--- src/rtl/fetch_seq.sv ---
// Memory fetch sequencer: optional address load, wait states, READY handshake with timeout abort.
// Latency: DONE in 2nd cycle after accepted START (3rd with JUMP) when WAIT_STATES=0 and READY=1.
// Backpressure: READY low stretches ADDR up to TIMEOUT_CYCLES samples; START ignored while BUSY.
module fetch_seq #(
  parameter int TIMEOUT_CYCLES = 16
) (
  input  logic       CLK,
  input  logic       RST,
  input  logic       START,
  input  logic       JUMP,
  input  logic [2:0] WAIT_STATES,
  input  logic       READY,
  input  logic [7:0] DATA_in,
  output logic       LOAD_bar,
  output logic       INC,
  output logic       ASSERT_bar,
  output logic       BUSY,
  output logic       DONE,
  output logic       TIMEOUT,
  output logic [7:0] DATA_out
);

  typedef enum logic [2:0] {IDLE, LOAD, ADDR, INCR, TOUT} state_t;

  // All strobes travel together so they are updated in lockstep with the state.
  typedef struct packed {
    logic load_bar;
    logic inc;
    logic assert_bar;
    logic busy;
    logic done;
    logic tout;
  } strobe_t;

  // Index of the last low READY sample that is still tolerated.
  localparam logic [7:0] TOUT_LAST = 8'(TIMEOUT_CYCLES - 1);

  state_t     state;
  strobe_t    strb;
  logic [2:0] ws_lat;
  logic [2:0] wait_cnt;
  logic [7:0] tout_cnt;

  // Moore decode: strobe values belonging to a given state.
  function automatic strobe_t decode(input state_t s);
    strobe_t o;
    o = '{load_bar: 1'b1, inc: 1'b0, assert_bar: 1'b1, busy: 1'b1, done: 1'b0, tout: 1'b0};
    case (s)
      IDLE: o.busy = 1'b0;
      LOAD: o.load_bar = 1'b0;
      ADDR: o.assert_bar = 1'b0;
      INCR: begin
        o.inc  = 1'b1;
        o.done = 1'b1;
      end
      TOUT: o.tout = 1'b1;
      default: o.busy = 1'b0;
    endcase
    return o;
  endfunction

  // Strobes are registered together with the state, so they are glitch-free decodes of it.
  assign LOAD_bar   = strb.load_bar;
  assign INC        = strb.inc;
  assign ASSERT_bar = strb.assert_bar;
  assign BUSY       = strb.busy;
  assign DONE       = strb.done;
  assign TIMEOUT    = strb.tout;

  // Sequencer FSM: state, registered strobes, wait/timeout counters and read-data capture.
  always_ff @(posedge CLK or posedge RST) begin
    if (RST) begin
      state    <= IDLE;
      strb     <= decode(IDLE);
      ws_lat   <= 3'd0;
      wait_cnt <= 3'd0;
      tout_cnt <= 8'd0;
      DATA_out <= 8'h00;
    end else begin
      case (state)
        IDLE: begin
          if (START) begin
            // Wait-state count is frozen here; later WAIT_STATES changes are ignored.
            ws_lat   <= WAIT_STATES;
            wait_cnt <= 3'd0;
            tout_cnt <= 8'd0;
            if (JUMP) begin
              state <= LOAD;
              strb  <= decode(LOAD);
            end else begin
              state <= ADDR;
              strb  <= decode(ADDR);
            end
          end
        end
        LOAD: begin
          wait_cnt <= 3'd0;
          tout_cnt <= 8'd0;
          state    <= ADDR;
          strb     <= decode(ADDR);
        end
        ADDR: begin
          if (wait_cnt < ws_lat) begin
            wait_cnt <= wait_cnt + 3'd1;
          end else if (READY) begin
            // READY wins even on the final timeout sample.
            DATA_out <= DATA_in;
            state    <= INCR;
            strb     <= decode(INCR);
          end else if (tout_cnt == TOUT_LAST) begin
            state <= TOUT;
            strb  <= decode(TOUT);
          end else begin
            tout_cnt <= tout_cnt + 8'd1;
          end
        end
        INCR, TOUT: begin
          wait_cnt <= 3'd0;
          tout_cnt <= 8'd0;
          state    <= IDLE;
          strb     <= decode(IDLE);
        end
        default: begin
          state <= IDLE;
          strb  <= decode(IDLE);
        end
      endcase
    end
  end

endmodule

--- config.mk ---
export PLATFORM = sky130hd
export DESIGN_NAME = fetch_seq
export DESIGN_NICKNAME = d
export VERILOG_FILES = /design/src/rtl/fetch_seq.sv
export SDC_FILE = /design/constraint.sdc
export NUM_CORES = 1
export LEC_CHECK = 0
export CORE_ASPECT_RATIO = 1.75
export CORE_MARGIN = 5
export CORE_UTILIZATION = 40
export DETAILED_ROUTE_END_ITERATION = 12
export PLACE_DENSITY = 0.71
export SLEW_MARGIN = 20
export SYNTH_ARGS = -nofsm -noshare
export SYNTH_HDL_FRONTEND = slang
export SYNTH_SLANG_ARGS = --single-unit
--- constraint.sdc ---
create_clock -name CLK -period 4.3 [get_ports CLK]
set_input_delay 0.645 -clock CLK [delete_from_list [all_inputs] [get_ports CLK]]
set_output_delay 0.645 -clock CLK [all_outputs]
set_load 0.02 [all_outputs]
; Word-level counts from Yosys, hierarchy flattened
; Index checks and enable logic that the tools add are counted.
[word_totals]
register_bits = 31
input_bits = 16
output_inout_bits = 14
[classes]
order_cmp = 1
n_addsub = 2
muxes = 20
n_eq_ne = 11
n_reduce_logical = 8
n_bitwise = 1
[ops]
columns = op, n
row1 = $mux W8, 4
row2 = $mux W6, 5
row3 = $pmux W8 S3, 1
row4 = $mux W3, 6
row5 = $pmux W3 S3, 2
row6 = $pmux W6 S3, 1
row7 = $ne A2 B2 Y1 const B, 5
row8 = $reduce_and A3 Y1, 3
row9 = $add A8 B1 Y8 const B, 1
row10 = $eq A8 B4 Y1 const B, 1
row11 = $eq A3 B2 Y1 const B, 2
row12 = $reduce_and A5 Y1, 1
row13 = $add A3 B1 Y3 const B, 1
row14 = $eq A3 B1 Y1 const B, 1
row15 = $eq A3 B3 Y1 const B, 1
row16 = $logic_not A3 Y1, 1
row17 = $lt A3 B3 Y1, 1
row18 = $ne A3 B3 Y1 const B, 1
row19 = $reduce_bool A3 Y1, 1
row20 = $reduce_or A3 Y1, 1
row21 = $mux W2, 1
row22 = $reduce_and A2 Y1, 1
row23 = $not A1 Y1, 1

; Logic depth before layout (Yosys ltp)
[depth]
depth_word = 5
mapped_depth = 9
mapped_depth_nobuf = 7

; Least setup slack after synthesis
; OpenSTA, ideal clock, no wires.
[synth_timing]
kind = register -> register
from = register state[2]
to = register tout_cnt[0]
path_buffers = 3
setup_ns = 0.118
period_less_slack_ns = 2.033
path_stages_with_launch = 9
arrival_ns = 1.915
path_slack_ns = 2.267
path_cell_list = dfrtp_1 buf_6 or4_4 and3_1 buf_6 a31oi_4 buf_6 nor3_1 a21o_1
[synth_via]
elab_chain_len = 4
word_cells_on_any_way = 13
classes_between = eq/ne (8) / mux (1) / reduce/logical (4)
[synth_rtl]
columns = element, line_no
row1 = "start, declared", 38  ; state_t state;
row2 = "start signal, assigned", 73  ; state <= IDLE;
row3 = "start signal, assigned", 88  ; state <= LOAD;
row4 = "start signal, assigned", 91  ; state <= ADDR;
row5 = "$eq A3 B1 Y1, or another cell as far along", 80  ; case (state)
row6 = $reduce_or A3 Y1 (no line), n/a
row7 = $reduce_bool A3 Y1 (no line), n/a
row8 = $reduce_and A5 Y1 (no line), n/a
row9 = "end signal, assigned", 114  ; tout_cnt <= tout_cnt + 8'd1;
row10 = "end, declared", 42  ; logic [7:0] tout_cnt;
; Several ways; a longest one is shown, not always the timed one.
; A chain may end at the register's enable or synchronous reset.

; Worst setup path after layout
[layout_timing]
from = input START
to = register tout_cnt[6]
[layout_via]
elab_chain_len = 2
[layout_rtl]
columns = element, line_no
row1 = "start, declared", 9  ; input logic START,
row2 = $ne A2 B2 Y1 (no line), n/a
row3 = $reduce_and A5 Y1 (no line), n/a
; Every way passes these cells.

==> results by stage <==
GRT:
- The first-pass GRT wire length is 5510 µm.
- The met2 track demand over resource in global routing is 0.244.
- Entering global routing, the biggest net connects 30 pins.
- The global-route congestion overflow total is 0.
- The number of global-route vias before repair is 1221.
- The number of antenna violations at the first check in global routing is 0.
- The met3 layer usage reported by global route is 0.0572.
- The layer with the highest usage is met2.
- The global routing usage on met1 is 0.136.
- The overall global routing resource usage is 0.136.

Clocking:
- The clock net in this run drives a total of 29 sinks.
- The number of buffers inserted during clock tree synthesis is 5.
- After clock tree synthesis, the clock-pin slew on the worst setup and hold paths is 0.06 ns.
- The H-tree was split into 2 levels.
- Clock tree synthesis selected as its root buffer the cell sky130_fd_sc_hd__clkbuf_8.
- Counting along the longest clock path gives a buffer depth of 2.
- The clock insertion delay at the later pin of the skew report is 0.29 ns.
- After clock tree synthesis, the repair step resized 0 gates.
- The TritonCTS clock tree is yes.
- Buffers added to address setup during post-CTS repair amount to 0.
- Buffers inserted to repair hold after CTS numbered 0.

Critical path:
- The signal on the critical path passes through clkdlybuf4s50_1, or4_4, and3_1, a31oi_4, or3_2, a21oi_2.
- For this design, the slowest cell found on the critical path is sky130_fd_sc_hd__clkdlybuf4s50_1.
- In this run the critical register-to-register path is launched from wait_cnt[2].
- The class of the most critical setup path is in -> reg.
- The kind of end point of the critical path is a flop.
- The longest individual stage delay on the worst path is 0.47 ns.
- Data on the critical path is required at its endpoint by about 4.5 ns.
- STA puts the critical path data arrival time at 2.46 ns.
- Along the worst path, the maximum fanout reaches 12.
- The startpoint type of the worst setup path is a primary input.
- The worst reg-to-reg setup slack is 2.07 ns.
- The worst register-to-register path has a depth of 6.
- The worst register-to-register path ends at BUSY.

Timing:
- Derived from the worst setup path, the maximum achievable clock frequency is between 400 and 500 MHz.
- The max-slew headroom at the worst pin is 0.484.
- Setup violations remaining at the end of the flow were counted as 0.
- The final count of hold timing violations is 0.
- For the pin with the worst max-slew slack, the measured transition is 0.755 ns.
- The post-route setup TNS is 0 ns.
- Of the available clock period, the critical path in the final layout requires 0.535.
- The final max-slew violation count was 0.
- On the final layout, the worst clock skew is 0.00678 ns.
- The post-route minimum period is 2.30 ns.
- Setup repair after global routing left no endpoint under its margin.

Detailed routing:
- The wire length per cell after detailed routing is 15.1 µm.
- The first TritonRoute pass finished after 4 iterations.
- The overall routed net length is around 3200 µm.
- The initial detailed-routing violation count is 29.
- Detailed routing inserted a total of 1130 vias.
- Once detail routing completed, the nets flagged for antenna violations numbered 0.
- Dividing the detail-routed via count by the number of cells gives 5.38.
- The total DRC errors in the routed layout is 0.

Floorplanning:
- The height of the chip is 90.5 µm.
- The horizontal die dimension is 56.0 µm.
- The number of rows in the core area is 29.
- The number of primary I/O pins is 30.
- The die covers 0.00507 mm².
- The initial core utilization is 0.413.
- In this run the standard cell core region covers 0.00359 mm².

Final layout:
- Fill cells in the final layout number 322.
- Once layout is complete, the utilization of the core stands at 0.525.
- The antenna diode instance count is 0.
- The area added between synthesis and finish is 27.3%.
- The number of standard cells in the layout, taps in and fillers out is 210.
- After the last flow step, the layout net total stands at 183.
- In the final layout, the share of cells above drive strength 1 is 0.244.

Pwr:
- The net switching component of the power is 554 µW.
- The leakage power figure is 0.796 nW.
- The internal power of the cells totals 898 µW.
- The share of total power dissipated in sequential elements is 0.320.
- Of the total power, the share spent switching nets is 0.382.
- The combinational share of power is 0.476.
- The share of total power in the clock network is 0.203.
- Across the VDD grid, the largest voltage drop is 0.000401 V.
- The overall power consumption is 1.45 mW.
- The power density normalized to cell area is about 770 mW/mm².

Synthesis:
- The async set-reset flop share out of synthesis is 1.00.
- The average instance area after synthesis is approximately 11 µm².
- In the synthesized netlist, the number of instances is 133.
- The most area-hungry cell type in the Yosys netlist is sky130_fd_sc_hd__dfrtp_1.
- The number of enable-type register cells in the synthesized netlist is 0.
- Summing every instance area after synthesis gives 0.00148 mm².
- Counting every net in the synthesized netlist gives 153.
- Yosys mapped the design onto slightly above 40 distinct sky130hd cell types.
- The most used flip-flop cell after synthesis is sky130_fd_sc_hd__dfrtp_1.
- The flip-flop and latch count after synthesis is 29.
- The fraction of synthesized cell area taken by the top area cell type is 0.456.
- Yosys attributes the largest share of cell area to sky130_fd_sc_hd__dfrtp_1 (46%), sky130_fd_sc_hd__mux2_2 (8.4%), sky130_fd_sc_hd__buf_6 (3.8%).
- The sequential element share of the synthesized area is 0.491.
- The synthesis warning total is 0.

Run status:
- The run finished with clean final reports.

Min path:
- The worst hold path stage count is 1.
- The startpoint identified for the worst hold timing path is wait_cnt[2].
- The class of the tightest hold or removal check is reg -> reg.
- For hold timing, the worst endpoint is wait_cnt[2].

Placed design:
- During placement, the flow inserted port buffers numbering 29.
- The placed wire-length estimate is 2460 µm.
- After detailed placement, the design holds a cell count of approximately 200.
- At the end of routability-driven placement, the weighted congestion stood at 0.775.

Job:
- Max-cap violations in this run came to 0.
==> synthesized netlist by cell type (2+ instances only) <==
cell / instances
sky130_fd_sc_hd__dfrtp_1: 27
sky130_fd_sc_hd__mux2_2: 11
sky130_fd_sc_hd__o21ai_0: 11
sky130_fd_sc_hd__nand2_1: 9
sky130_fd_sc_hd__a21oi_1: 6
sky130_fd_sc_hd__inv_1: 6
sky130_fd_sc_hd__nand3_1: 6
sky130_fd_sc_hd__buf_6: 5
sky130_fd_sc_hd__a21oi_2: 4
sky130_fd_sc_hd__ha_1: 4
sky130_fd_sc_hd__or3_2: 3
sky130_fd_sc_hd__a2111oi_0: 2
sky130_fd_sc_hd__a21o_1: 2
sky130_fd_sc_hd__a31oi_1: 2
sky130_fd_sc_hd__and2_2: 2
sky130_fd_sc_hd__and3_1: 2
sky130_fd_sc_hd__dfstp_2: 2
sky130_fd_sc_hd__nor2_1: 2
sky130_fd_sc_hd__nor3_1: 2
sky130_fd_sc_hd__nor4_1: 2
sky130_fd_sc_hd__o21ai_1: 2
sky130_fd_sc_hd__o21ai_2: 2
==> per-layer routing <==
| metal | share of wire | up-vias |
|---|---|---|
| met5 | 0 | - |
| met4 | 0.015 | 0 |
| met3 | 0.075 | 5 |
| met2 | 0.56 | 39 |
| met1 | 0.34 | 545 |
| li1 | - | 541 |
==> flip-flops by register name (all words and copies together) (netlist names) <==
signal / cells
LOAD_bar: 1
DONE: 1
state: 3
ws_lat: 3
DATA_out: 8
BUSY: 1
wait_cnt: 3
tout_cnt: 8
ASSERT_bar: 1
==> cell families (layout without fill, tap and decap cells) <==
logic type / Yosys count / in the layout / synth area share
buffers and inverters: 12 / 43 / 0.0582
adder cells (fa/ha/maj): 4 / 4 / 0.0338
AO/OA/AOI/OAI: 37 / 37 / 0.173
AND/OR/NAND/NOR: 39 / 39 / 0.154
multiplexers: 12 / 12 / 0.0903
flip-flops: 29 / 29 / 0.491
==> area by class of cell <==
cell class | count | area, µm² | share of cell area
well taps | 46 | 57.6 | 0.0305
clock inverters | 2 | 37.5 | 0.0199
multi-input cells | 92 | 668 | 0.354
flip-flops and latches | 29 | 728 | 0.386
repair buffers | 29 | 290 | 0.154
clock buffers | 6 | 82.6 | 0.0438
inverters | 6 | 22.5 | 0.0119
==> worst max-delay path, delay by kind of cell <==
| kind | cells | cell delay (ns) |
|---|---|---|
| buffers and inverters | 1 | 0.47 |
| AND/OR/NAND/NOR | 3 | 0.94 |
| AO/OA/AOI/OAI | 2 | 0.40 |
==> stage by stage <==
step                instance area (µm²)  hold slack, ns  setup slack (ns)
floorplan                          1480           0.455              2.27
global placement                   1770           0.487              1.77
detailed placement                 1770           0.490              1.71
CTS                                1890           0.505              2.02
global route                       1890           0.541              1.91
finish                             1890           0.506              2.00
==> cells in the final DEF (no fill, tap or decap), types with 2 or more instances in the layout <==
cell type and n:
sky130_fd_sc_hd__mux2_2 11, sky130_fd_sc_hd__o21ai_2 2, sky130_fd_sc_hd__nor3_1 2, sky130_fd_sc_hd__dfstp_2 2, sky130_fd_sc_hd__nor2_1 2, sky130_fd_sc_hd__clkdlybuf4s50_1 29, sky130_fd_sc_hd__or3_2 3, sky130_fd_sc_hd__nor4_1 2
sky130_fd_sc_hd__nand3_1 6, sky130_fd_sc_hd__o21ai_0 11, sky130_fd_sc_hd__and3_1 2, sky130_fd_sc_hd__and2_2 2, sky130_fd_sc_hd__inv_1 5, sky130_fd_sc_hd__a21oi_2 4, sky130_fd_sc_hd__a2111oi_0 2, sky130_fd_sc_hd__nand2_1 9
sky130_fd_sc_hd__clkbuf_8 6, sky130_fd_sc_hd__o21ai_1 2, sky130_fd_sc_hd__a21oi_1 6, sky130_fd_sc_hd__a31oi_1 2, sky130_fd_sc_hd__ha_1 4, sky130_fd_sc_hd__dfrtp_1 27, sky130_fd_sc_hd__a21o_1 2
==> worst max path at each step <==
stage | start | endpoint | slack, ns | depth (start not counted)
after floorplan | state[2] | tout_cnt[0] | 2.27 | 8
after global routing | START | tout_cnt[6] | 1.91 | 6
final | START | tout_cnt[6] | 2.00 | 6
after detailed placement | START | tout_cnt[6] | 1.71 | 6
after CTS | START | tout_cnt[6] | 2.02 | 6
after global placement | START | tout_cnt[3] | 1.77 | 6
==> power groups by stage <==
| stage | registers, mW | logic, mW | clock network, mW |
|---|---|---|---|
| floorplan | 0.512 | 0.480 | 0 |
| global route | 0.479 | 0.768 | 0.315 |
| detailed placement | 0.466 | 0.698 | 0 |
| global placement | 0.459 | 0.686 | 0 |
| CTS | 0.463 | 0.702 | 0.302 |
| finish | 0.465 | 0.692 | 0.295 |
No activity file was read; power rests on OpenSTA's default activity.
